==> src/rtl/token_packet_tx_pkg.sv <==
// Shared USB link-layer definitions: PID codes, CRC5 constants and the token TX FSM encoding.
package token_packet_tx_pkg;

  // Token PIDs
  localparam logic [3:0] PidOut   = 4'b0001;
  localparam logic [3:0] PidIn    = 4'b1001;
  localparam logic [3:0] PidSetup = 4'b1101;
  localparam logic [3:0] PidSof   = 4'b0101;
  // Data and handshake PIDs
  localparam logic [3:0] PidData0 = 4'b0011;
  localparam logic [3:0] PidData1 = 4'b1011;
  localparam logic [3:0] PidAck   = 4'b0010;
  localparam logic [3:0] PidNak   = 4'b1010;
  localparam logic [3:0] PidStall = 4'b1110;

  // CRC5: x^5 + x^2 + 1, remainder seeded with all ones
  localparam logic [4:0] Crc5Poly = 5'b00101;
  localparam logic [4:0] Crc5Init = 5'b11111;

  // Token payload is {endp, addr}: 11 bits, counter runs 0..10
  localparam logic [3:0] TokenLastBit = 4'd10;

  typedef enum logic [2:0] {
    StIdle,
    StCalc,
    StPid,
    StB1,
    StB2
  } tx_state_e;

  // One serial CRC5 step, data bit enters at the top of the register.
  function automatic logic [4:0] crc5_step(input logic [4:0] rem, input logic data_bit);
    logic fb;
    fb = rem[4] ^ data_bit;
    return {rem[3:0], 1'b0} ^ (fb ? Crc5Poly : 5'b00000);
  endfunction

  // On-wire CRC field: remainder inverted and bit-reversed (rem[4] sent first).
  function automatic logic [4:0] crc5_field(input logic [4:0] rem);
    logic [4:0] field;
    for (int i = 0; i < 5; i++) begin
      field[i] = ~rem[4-i];
    end
    return field;
  endfunction

endpackage

==> src/rtl/crc5_serial.sv <==
// Bit-serial CRC5 remainder register, shared by the token transmitter and receive-side checker.
module crc5_serial
  import token_packet_tx_pkg::*;
(
  input  logic       clk,
  input  logic       rst,
  input  logic       init,
  input  logic       shift_en,
  input  logic       data_bit,
  output logic [4:0] rem
);

  logic [4:0] rem_q, rem_d;

  // Next remainder: init has priority over a shift
  always_comb begin
    rem_d = rem_q;
    if (init) begin
      rem_d = Crc5Init;
    end else if (shift_en) begin
      rem_d = crc5_step(rem_q, data_bit);
    end
  end

  // Remainder register
  always_ff @(posedge clk) begin
    if (rst) begin
      rem_q <= 5'b00000;
    end else begin
      rem_q <= rem_d;
    end
  end

  assign rem = rem_q;

endmodule

==> src/rtl/token_packet_tx.sv <==
// Host-side USB token packet transmitter: computes CRC5 serially, then streams PID, ADDR/ENDP
// and ENDP/CRC5 bytes to the PHY over a valid/ready handshake.
module token_packet_tx
  import token_packet_tx_pkg::*;
(
  input  logic       clk,
  input  logic       rst,
  input  logic       tx_req,
  input  logic [3:0] tx_pid,
  input  logic [6:0] tx_addr,
  input  logic [3:0] tx_endp,
  input  logic       crc5_en,
  input  logic       tx_ready,
  output logic [7:0] tx_data,
  output logic       tx_valid,
  output logic       tx_sop,
  output logic       tx_eop,
  output logic       tx_lp_sop_en,
  output logic       tx_lp_eop_en,
  output logic       tx_busy,
  output logic       tx_rej
);

  tx_state_e  state_q, state_d;
  logic [3:0] pid_q, pid_d;
  logic [6:0] addr_q, addr_d;
  logic [3:0] endp_q, endp_d;
  logic [3:0] cnt_q, cnt_d;

  logic [7:0] data_q, data_d;
  logic       valid_q, valid_d;
  logic       sop_q, sop_d;
  logic       eop_q, eop_d;
  logic       lp_sop_q, lp_sop_d;
  logic       lp_eop_q, lp_eop_d;
  logic       busy_q, busy_d;
  logic       rej_q, rej_d;

  logic        crc_init;
  logic        crc_shift;
  logic        crc_bit;
  logic [4:0]  crc_rem;
  logic [10:0] token_bits;
  logic        accept;

  assign token_bits = {endp_q, addr_q};
  assign accept     = valid_q & tx_ready;
  assign crc_bit    = token_bits[cnt_q];

  crc5_serial u_crc5 (
    .clk      (clk),
    .rst      (rst),
    .init     (crc_init),
    .shift_en (crc_shift),
    .data_bit (crc_bit),
    .rem      (crc_rem)
  );

  // Next-state logic, field latching and registered-output next values
  always_comb begin
    state_d   = state_q;
    pid_d     = pid_q;
    addr_d    = addr_q;
    endp_d    = endp_q;
    cnt_d     = cnt_q;
    crc_init  = 1'b0;
    crc_shift = 1'b0;
    lp_sop_d  = 1'b0;
    lp_eop_d  = 1'b0;
    rej_d     = 1'b0;

    case (state_q)
      StIdle: begin
        if (tx_req) begin
          if (crc5_en) begin
            pid_d    = tx_pid;
            addr_d   = tx_addr;
            endp_d   = tx_endp;
            cnt_d    = 4'd0;
            crc_init = 1'b1;
            state_d  = StCalc;
          end else begin
            rej_d = 1'b1;
          end
        end
      end
      StCalc: begin
        crc_shift = 1'b1;
        cnt_d     = cnt_q + 4'd1;
        if (cnt_q == TokenLastBit) begin
          state_d = StPid;
        end
      end
      StPid: begin
        if (accept) begin
          lp_sop_d = 1'b1;
          state_d  = StB1;
        end
      end
      StB1: begin
        if (accept) begin
          state_d = StB2;
        end
      end
      StB2: begin
        if (accept) begin
          lp_eop_d = 1'b1;
          state_d  = StIdle;
        end
      end
      default: state_d = StIdle;
    endcase

    // Outputs follow the next state so they line up with the state register
    valid_d = (state_d == StPid) || (state_d == StB1) || (state_d == StB2);
    sop_d   = (state_d == StPid);
    eop_d   = (state_d == StB2);
    busy_d  = (state_d != StIdle);
    case (state_d)
      StPid:   data_d = {~pid_d, pid_d};
      StB1:    data_d = {endp_d[0], addr_d};
      StB2:    data_d = {crc5_field(crc_rem), endp_d[3:1]};
      default: data_d = 8'h00;
    endcase
  end

  // State, latched fields and registered outputs
  always_ff @(posedge clk) begin
    if (rst) begin
      state_q  <= StIdle;
      pid_q    <= 4'd0;
      addr_q   <= 7'd0;
      endp_q   <= 4'd0;
      cnt_q    <= 4'd0;
      data_q   <= 8'h00;
      valid_q  <= 1'b0;
      sop_q    <= 1'b0;
      eop_q    <= 1'b0;
      lp_sop_q <= 1'b0;
      lp_eop_q <= 1'b0;
      busy_q   <= 1'b0;
      rej_q    <= 1'b0;
    end else begin
      state_q  <= state_d;
      pid_q    <= pid_d;
      addr_q   <= addr_d;
      endp_q   <= endp_d;
      cnt_q    <= cnt_d;
      data_q   <= data_d;
      valid_q  <= valid_d;
      sop_q    <= sop_d;
      eop_q    <= eop_d;
      lp_sop_q <= lp_sop_d;
      lp_eop_q <= lp_eop_d;
      busy_q   <= busy_d;
      rej_q    <= rej_d;
    end
  end

  assign tx_data      = data_q;
  assign tx_valid     = valid_q;
  assign tx_sop       = sop_q;
  assign tx_eop       = eop_q;
  assign tx_lp_sop_en = lp_sop_q;
  assign tx_lp_eop_en = lp_eop_q;
  assign tx_busy      = busy_q;
  assign tx_rej       = rej_q;

endmodule

==> config.mk <==
export PLATFORM = sky130hd
export DESIGN_NAME = token_packet_tx
export DESIGN_NICKNAME = d
export VERILOG_FILES = /design/src/rtl/token_packet_tx_pkg.sv /design/src/rtl/crc5_serial.sv /design/src/rtl/token_packet_tx.sv
export SDC_FILE = /design/constraint.sdc
export NUM_CORES = 1
export LEC_CHECK = 0
export BUFFER_PORTS_ARGS = -buffer_cell sky130_fd_sc_hd__buf_2
export CAP_MARGIN = 30
export CORE_MARGIN = 4
export CORE_UTILIZATION = 49
export CTS_BUF_LIST = sky130_fd_sc_hd__clkbuf_8
export CTS_CLUSTER_DIAMETER = 40
export DETAILED_ROUTE_END_ITERATION = 8
export PLACE_DENSITY = 0.77
export SLEW_MARGIN = 20
export SYNTH_ARGS = -nofsm -noshare
export SYNTH_HDL_FRONTEND = slang
export SYNTH_SLANG_ARGS = --single-unit
export TNS_END_PERCENT = 1
==> constraint.sdc <==
create_clock -name clk -period 2.1 [get_ports clk]
set_input_delay 0.42 -clock clk [delete_from_list [all_inputs] [get_ports clk]]
set_output_delay 0.42 -clock clk [all_outputs]
set_load 0.03 [all_outputs]
# Word level (Yosys, flattened, before mapping)
# Index checks and enable logic that the tools add are counted.
totals:
  ff_bits: 42
  latchBits: 0
  ramBits: 0
  romBits: 0
  inputBits: 20
  out_inout_bits: 15
  wordCells: 80
  mem_count: 0
op_classes:
  addsub: 1
  multipliers: 0
  n_div: 0
  n_lt_le_gt_ge: 1
  n_eq_ne: 10
  shifts: 0
  muxes: 31
  bitwise: 13
  reduce_logical: 10
op_table:
  columns: ["operator", "count"]
  rows:
  - ["2-to-1 mux 4 bit", 8]
  - ["case mux 8 bit (3 select lines)", 1]
  - ["2-to-1 mux 3 bit", 7]
  - ["2-to-1 mux 7 bit", 3]
  - ["case mux 3 bit (5 select lines)", 1]
  - ["== test 3 x 2 -> 1 bit, second input constant", 4]
  - ["2-to-1 mux 5 bit", 2]
  - ["inverter 1 bit", 9]
  - ["case mux 4 bit (2 select lines)", 1]
  - ["2-to-1 mux 1 bit", 7]
  - ["== test 3 bit, second input constant", 2]
  - ["< comparator 4 x 5 -> 1 bit, second input constant", 1]
  - ["bitwise XOR 5 bit", 1]
  - ["adder 4 x 1 -> 4 bit, second input constant", 1]
  - ["binary-select mux 1 bit (select 4 bit)", 1]
  - ["== test 4 bit, second input constant", 1]
  - ["inequality test 2 bit, second input constant", 2]
  - ["inverter 4 bit", 1]
  - ["nonzero test 2 bit", 2]
  - ["OR reduction 2 bit", 2]
  - ["== test 3 x 1 -> 1 bit, second input constant", 1]
  - ["logical NOT 3 bit", 1]
  - ["AND reduction 3 bit", 1]
  - ["nonzero test 3 bit", 1]
  - ["other kinds (4)", 5]

# Logic depth before layout (Yosys ltp)
depth:
  ltp_word: 7
  depth_mapped: 8

# Hierarchy
# From an unflattened synthesis, not the netlist that was laid out.
hier_totals:
  hier_cells: 215
  area_unflattened_um2: 1888.1
modules_own_cells:
  columns: ["module", "n_inst", "cells_each", "area_each_um2"]
  rows:
  - ["token_packet_tx", 1, 194, 1680.4]
  - ["crc5_serial", 1, 21, 207.7]

# Worst setup path before layout
# Ideal clock, no wire load.
synth_timing:
  path_kind: "reg-to-reg"
  startpoint: "register state_q[1]"
  endpoint: "register data_q[0] (netlist: tx_data[0])"
  arrival_time_ps: 1583
  required_time_ps: 1985
  slack_ps: 403
  stages_incl_launch_ff: 9
  path_buffers: 3
  path_cell_list: "dfxtp_1 buf_2 nor2_2 and4b_1 buf_4 buf_6 mux2i_1 o22ai_1 o21a_1"
synth_between:
  elab_chain_len: 5
synth_rtl:
  columns: ["element", "line", "rtl"]
  rows:
  - ["start: declaration", "token_packet_tx.sv:24", "tx_state_e state_q, state_d;"]
  - ["start signal: assignment", "token_packet_tx.sv:130", "state_q <= StIdle;"]
  - ["start signal: assignment", "token_packet_tx.sv:144", "state_q <= state_d;"]
  - ["2-to-1 mux 3 bit", "token_packet_tx.sv:75", "if (crc5_en) begin"]
  - ["2-to-1 mux 3 bit", "token_packet_tx.sv:74", "if (tx_req) begin"]
  - ["case mux 3 bit (5 select lines)", "token_packet_tx.sv:72", "case (state_q)"]
  - ["== test 3 bit or == test 3 x 2 -> 1 bit (tied branches)", "token_packet_tx.sv:119", "case (state_d)"]
  - ["case mux 8 bit (3 select lines) (*)", "token_packet_tx.sv:119", null]
  - ["end signal: assignment", "token_packet_tx.sv:149", "data_q <= data_d;"]
  - ["end: declaration", "token_packet_tx.sv:30", "logic [7:0] data_q, data_d;"]
# Mark *: on every way between the ends. The rest lies on a longest branch, timed or not.
# A chain may end at the register's enable or synchronous reset.

# Worst setup path after layout
layout_timing:
  startpoint: "register cnt_q[1]"
  endpoint: "register u_crc5.rem_q[2] (netlist: u_crc5.rem[2])"
layout_between:
  elab_chain_len: 7
layout_rtl:
  columns: ["element", "line", "rtl"]
  rows:
  - ["start: declaration", "token_packet_tx.sv:28", "logic [3:0] cnt_q, cnt_d;"]
  - ["start signal: assignment", "token_packet_tx.sv:148", "cnt_q <= cnt_d;"]
  - ["binary-select mux 1 bit (select 4 bit)", "token_packet_tx.sv:48", "assign crc_bit = token_bits[cnt_q];"]
  - ["2-to-1 mux 1 bit (not written as such)", "token_packet_tx.sv:48", null]
  - ["bitwise XOR 1 bit", "token_packet_tx_pkg.sv:34", "fb = rem[4] ^ data_bit;"]
  - ["2-to-1 mux 3 bit", "token_packet_tx_pkg.sv:35", "return {rem[3:0], 1'b0} ^ (fb ? Crc5Poly : 5'b00000);"]
  - ["bitwise XOR 5 bit", "token_packet_tx_pkg.sv:35", null]
  - ["2-to-1 mux 5 bit", "crc5_serial.sv:20", "end else if (shift_en) begin"]
  - ["2-to-1 mux 5 bit", "crc5_serial.sv:18", "if (init) begin"]
  - ["end signal: assignment", "crc5_serial.sv:30", "rem_q <= rem_d;"]
  - ["end: declaration", "crc5_serial.sv:13", "logic [4:0] rem_q, rem_d;"]
# Every way passes these cells. The select of a mux whose other input is x is not followed.

==> results.py <==
metrics = {
    "outcome": {
        "status": "complete, no violations",
    },
    "route": {
        "routed_wl_mm": 3.96,
        "ant_nets": 0,
        "num_vias": 1468,
        "wl_per_cell_um": 14.5,
        "drt_first_pass_iters": 4,
        "vias_per_cell": 5.38,
        "drcViolationCount": 0,
        "drt_iter0_markers": 58,
    },
    "critical_path": {
        "crit_path_end_kind": "flip-flop",
        "worstPathMaxFanout": 9,
        "start_kind": "flip-flop",
        "r2r-start": "cnt_q[1]",
        "cp-startpoint": "cnt_q[1]",
        "cp.arrival_ns": 2.01,
        "path_class": "flip-flop to flip-flop",
        "cp.required_ns": 2.32,
    },
    "timing": {
        "fmax_mhz": 560,
        "hold_viol": 0,
        "drv_slew": 0,
        "finalSetupViolations": 0,
        "finalWorstPathRequiredPeriod_ns": 1.79,
        "whs_ns": 0.308,
        "period_share_pct": 85.1,
        "finalClockSkew_ns": 0.00653,
        "relSlewSlack_pct": 66.1,
        "tns_ns": 0,
        "worst_pin_slew_ns": 0.506,
        "rsz0062_at_grt": "no",
    },
    "synth": {
        "yosys.area_share.simple_pct": 19.5,
        "synth-edff-count": 0,
        "synth_xor_area_share_pct": 2.43,
        "avgSynthCellArea_um2": 9.38,
        "synth_area_um2": 1800,
        "synth_top_family_by_area": "simple AND/OR/NAND/NOR gates",
        "synthArstFlopShare_pct": 0,
        "synth_mux_area_share_pct": 11.9,
        "yosysUniqueCellTypes": 37,
        "ys_ff_latch": 42,
        "yosys.area.top_type": "dfxtp_1",
        "yosys.area.top_type_share_pct": 46.7,
        "synth_cells": 192,
        "seq_area_frac_synth_pct": 46.7,
        "synth_compound_area_share_pct": 14.0,
        "ys_top_cells_by_area": "dfxtp_1 47%, mux2i_1 10%, nor2_1 6.0%",
        "synthAdderAreaFrac_pct": 1.39,
        "yosysWarnings": 0,
        "synthesis.nets": 214,
        "ys.flop_type": "dfxtp_1",
    },
    "worst_hold_path": {
        "min_from": "crc5_en",
        "hp-class": "input port to flip-flop",
    },
    "power_and_ir_drop": {
        "p_leak_uw": 0.000851,
        "cellPowerDensity_nw_per_um2": 771,
        "peakVddDrop_v": 0.000431,
    },
    "cells_and_area": {
        "drive_gt1_share_pct": 23.3,
        "insertedDiodeCount": 0,
        "postLayoutCoreUtil_pct": 61.7,
        "nets": 248,
        "finish.instance_area_um2": 2120,
        "area_growth_pct": 17.8,
        "fillers": 309,
    },
    "floorplanning": {
        "die_w_um": 68.6,
        "dieArea_um2": 4710,
        "start_util_pct": 52.3,
        "coreArea_um2": 3440,
        "ios": 35,
        "fp-row-count": 21,
        "die_y_um": 68.6,
    },
    "placement": {
        "gp_congestion": 0.873,
        "dp_hpwl_mm": 2.89,
        "numPortBuffers": 34,
        "place_area_um2": 2010,
    },
    "global_route": {
        "grt_use_total_pct": 19.3,
        "antenna_found_initial": 0,
        "grt_pass1_vias": 1428,
        "grt_pass1_wl_mm": 6.66,
        "grt_max_degree": 30,
        "grt.overflow.total": 0,
    },
    "cts": {
        "cts_root_buf": "clkbuf_8",
        "cts_buffers": 5,
        "cts.sinks": 42,
        "ctsResizeCount": 0,
        "clkLatencyLatePin_ns": 0.30,
        "cts_tree": "done",
        "ctsHoldBuffers": 0,
        "htreeDepth": 2,
        "post_cts_buffers": 0,
        "clk_pin_slew_ns": 0.08,
        "cts_max_path_buffers": 2,
    },
    "run": {
        "cap_viol_max_count": 0,
    },
}
[worst max-delay path: stages, from the launching register on]
cell	delay [ns]
dfxtp_1	0.52
mux4_2	0.54
a2bb2oi_1	0.16
a22oi_2	0.20
xnor2_1	0.09
a211oi_2	0.20
[final timing paths]
check / cells past startpoint / slack (ns) / endpoint
setup reg to reg: 5 / 0.31 / u_crc5.rem[2]
setup / recovery: 5 / 0.31 / u_crc5.rem[2]
hold / removal: 2 / 0.31 / tx_rej
hold reg to reg: 2 / 0.50 / u_crc5.rem[4]
[power by group]
part	switching, uW	leakage (uW)	internal (uW)
Combinational	86.6	0.000454	73.2
Sequential	24.4	0.000342	825
Clock	278	0.0000556	350
[kinds of logic after synthesis]
| family | count (synthesis) |
|---|---|
| mux | 20 |
| compound gates | 36 |
| xor+xnor | 5 |
| fa+ha+maj | 2 |
| buf+inv | 14 |
| flops | 42 |
| simple gates | 73 |
[routing by layer]
metal  vias to the layer above  global-route usage, %  wire length (um)
li1                        735                      -                 -
met1                       672                   25.2              1780
met2                        53                   29.9              1850
met3                         8                   5.35               265
met4                         0                   7.69                57
met5                         -                      0                 0
[cells in the final DEF, fill, tap and decap left out, types with 5 or more instances in the layout]
| master | n |
|---|---|
| clkbuf_8 | 5 |
| nor2_1 | 29 |
| a31oi_1 | 6 |
| nand2_1 | 15 |
| nor2b_1 | 6 |
| dfxtp_1 | 42 |
| a21oi_1 | 5 |
| o21a_1 | 10 |
| mux2i_1 | 18 |
| buf_2 | 34 |
| o22ai_1 | 9 |
[sequential cells by signal, summed over array words and instances, names as in the netlist]
name / cells
tx_lp_eop_en: 1
tx_sop: 1
pid_q: 4
tx_valid: 1
addr_q: 7
cnt_q: 4
u_crc5.rem: 5
tx_data: 8
tx_eop: 1
endp_q: 4
tx_lp_sop_en: 1
tx_rej: 1
state_q: 3
tx_busy: 1
[final cells by class]
class	instances	area (um^2)	area share (%)
multi-input combinational	136	886	41.7
sequential	42	841	39.6
timing repair buffer	39	220	10.4
clock buffer	5	68.8	3.24
tap	46	57.6	2.71
clock inverter	3	41.3	1.95
inverter	2	7.51	0.354
[synth_stat cells, types with 2 or more instances]
master	instances
nand3b_1	4
nand4_1	2
o22ai_1	9
buf_2	3
ha_1	2
nand2b_1	2
xnor2_1	3
clkbuf_1	6
a21oi_1	5
buf_6	2
nor2_2	2
and2_1	2
nor2b_1	6
inv_1	2
xor2_1	2
a31oi_1	6
o21a_1	10
nor3_1	4
nor2_1	29
nand2_1	15
dfxtp_1	42
nor4_1	2
mux2i_1	18
[metrics by stage]
step           power [uW]  setup slack (ns)  std cells
2_1_floorplan         976             0.403        192
3_3_place_gp         1020             0.349        265
3_5_place_dp         1030             0.333        265
4_1_cts              1650             0.314        273
5_1_grt              1700             0.152        273
6_report             1640             0.314        273
Power figures use the tool's default switching activity.
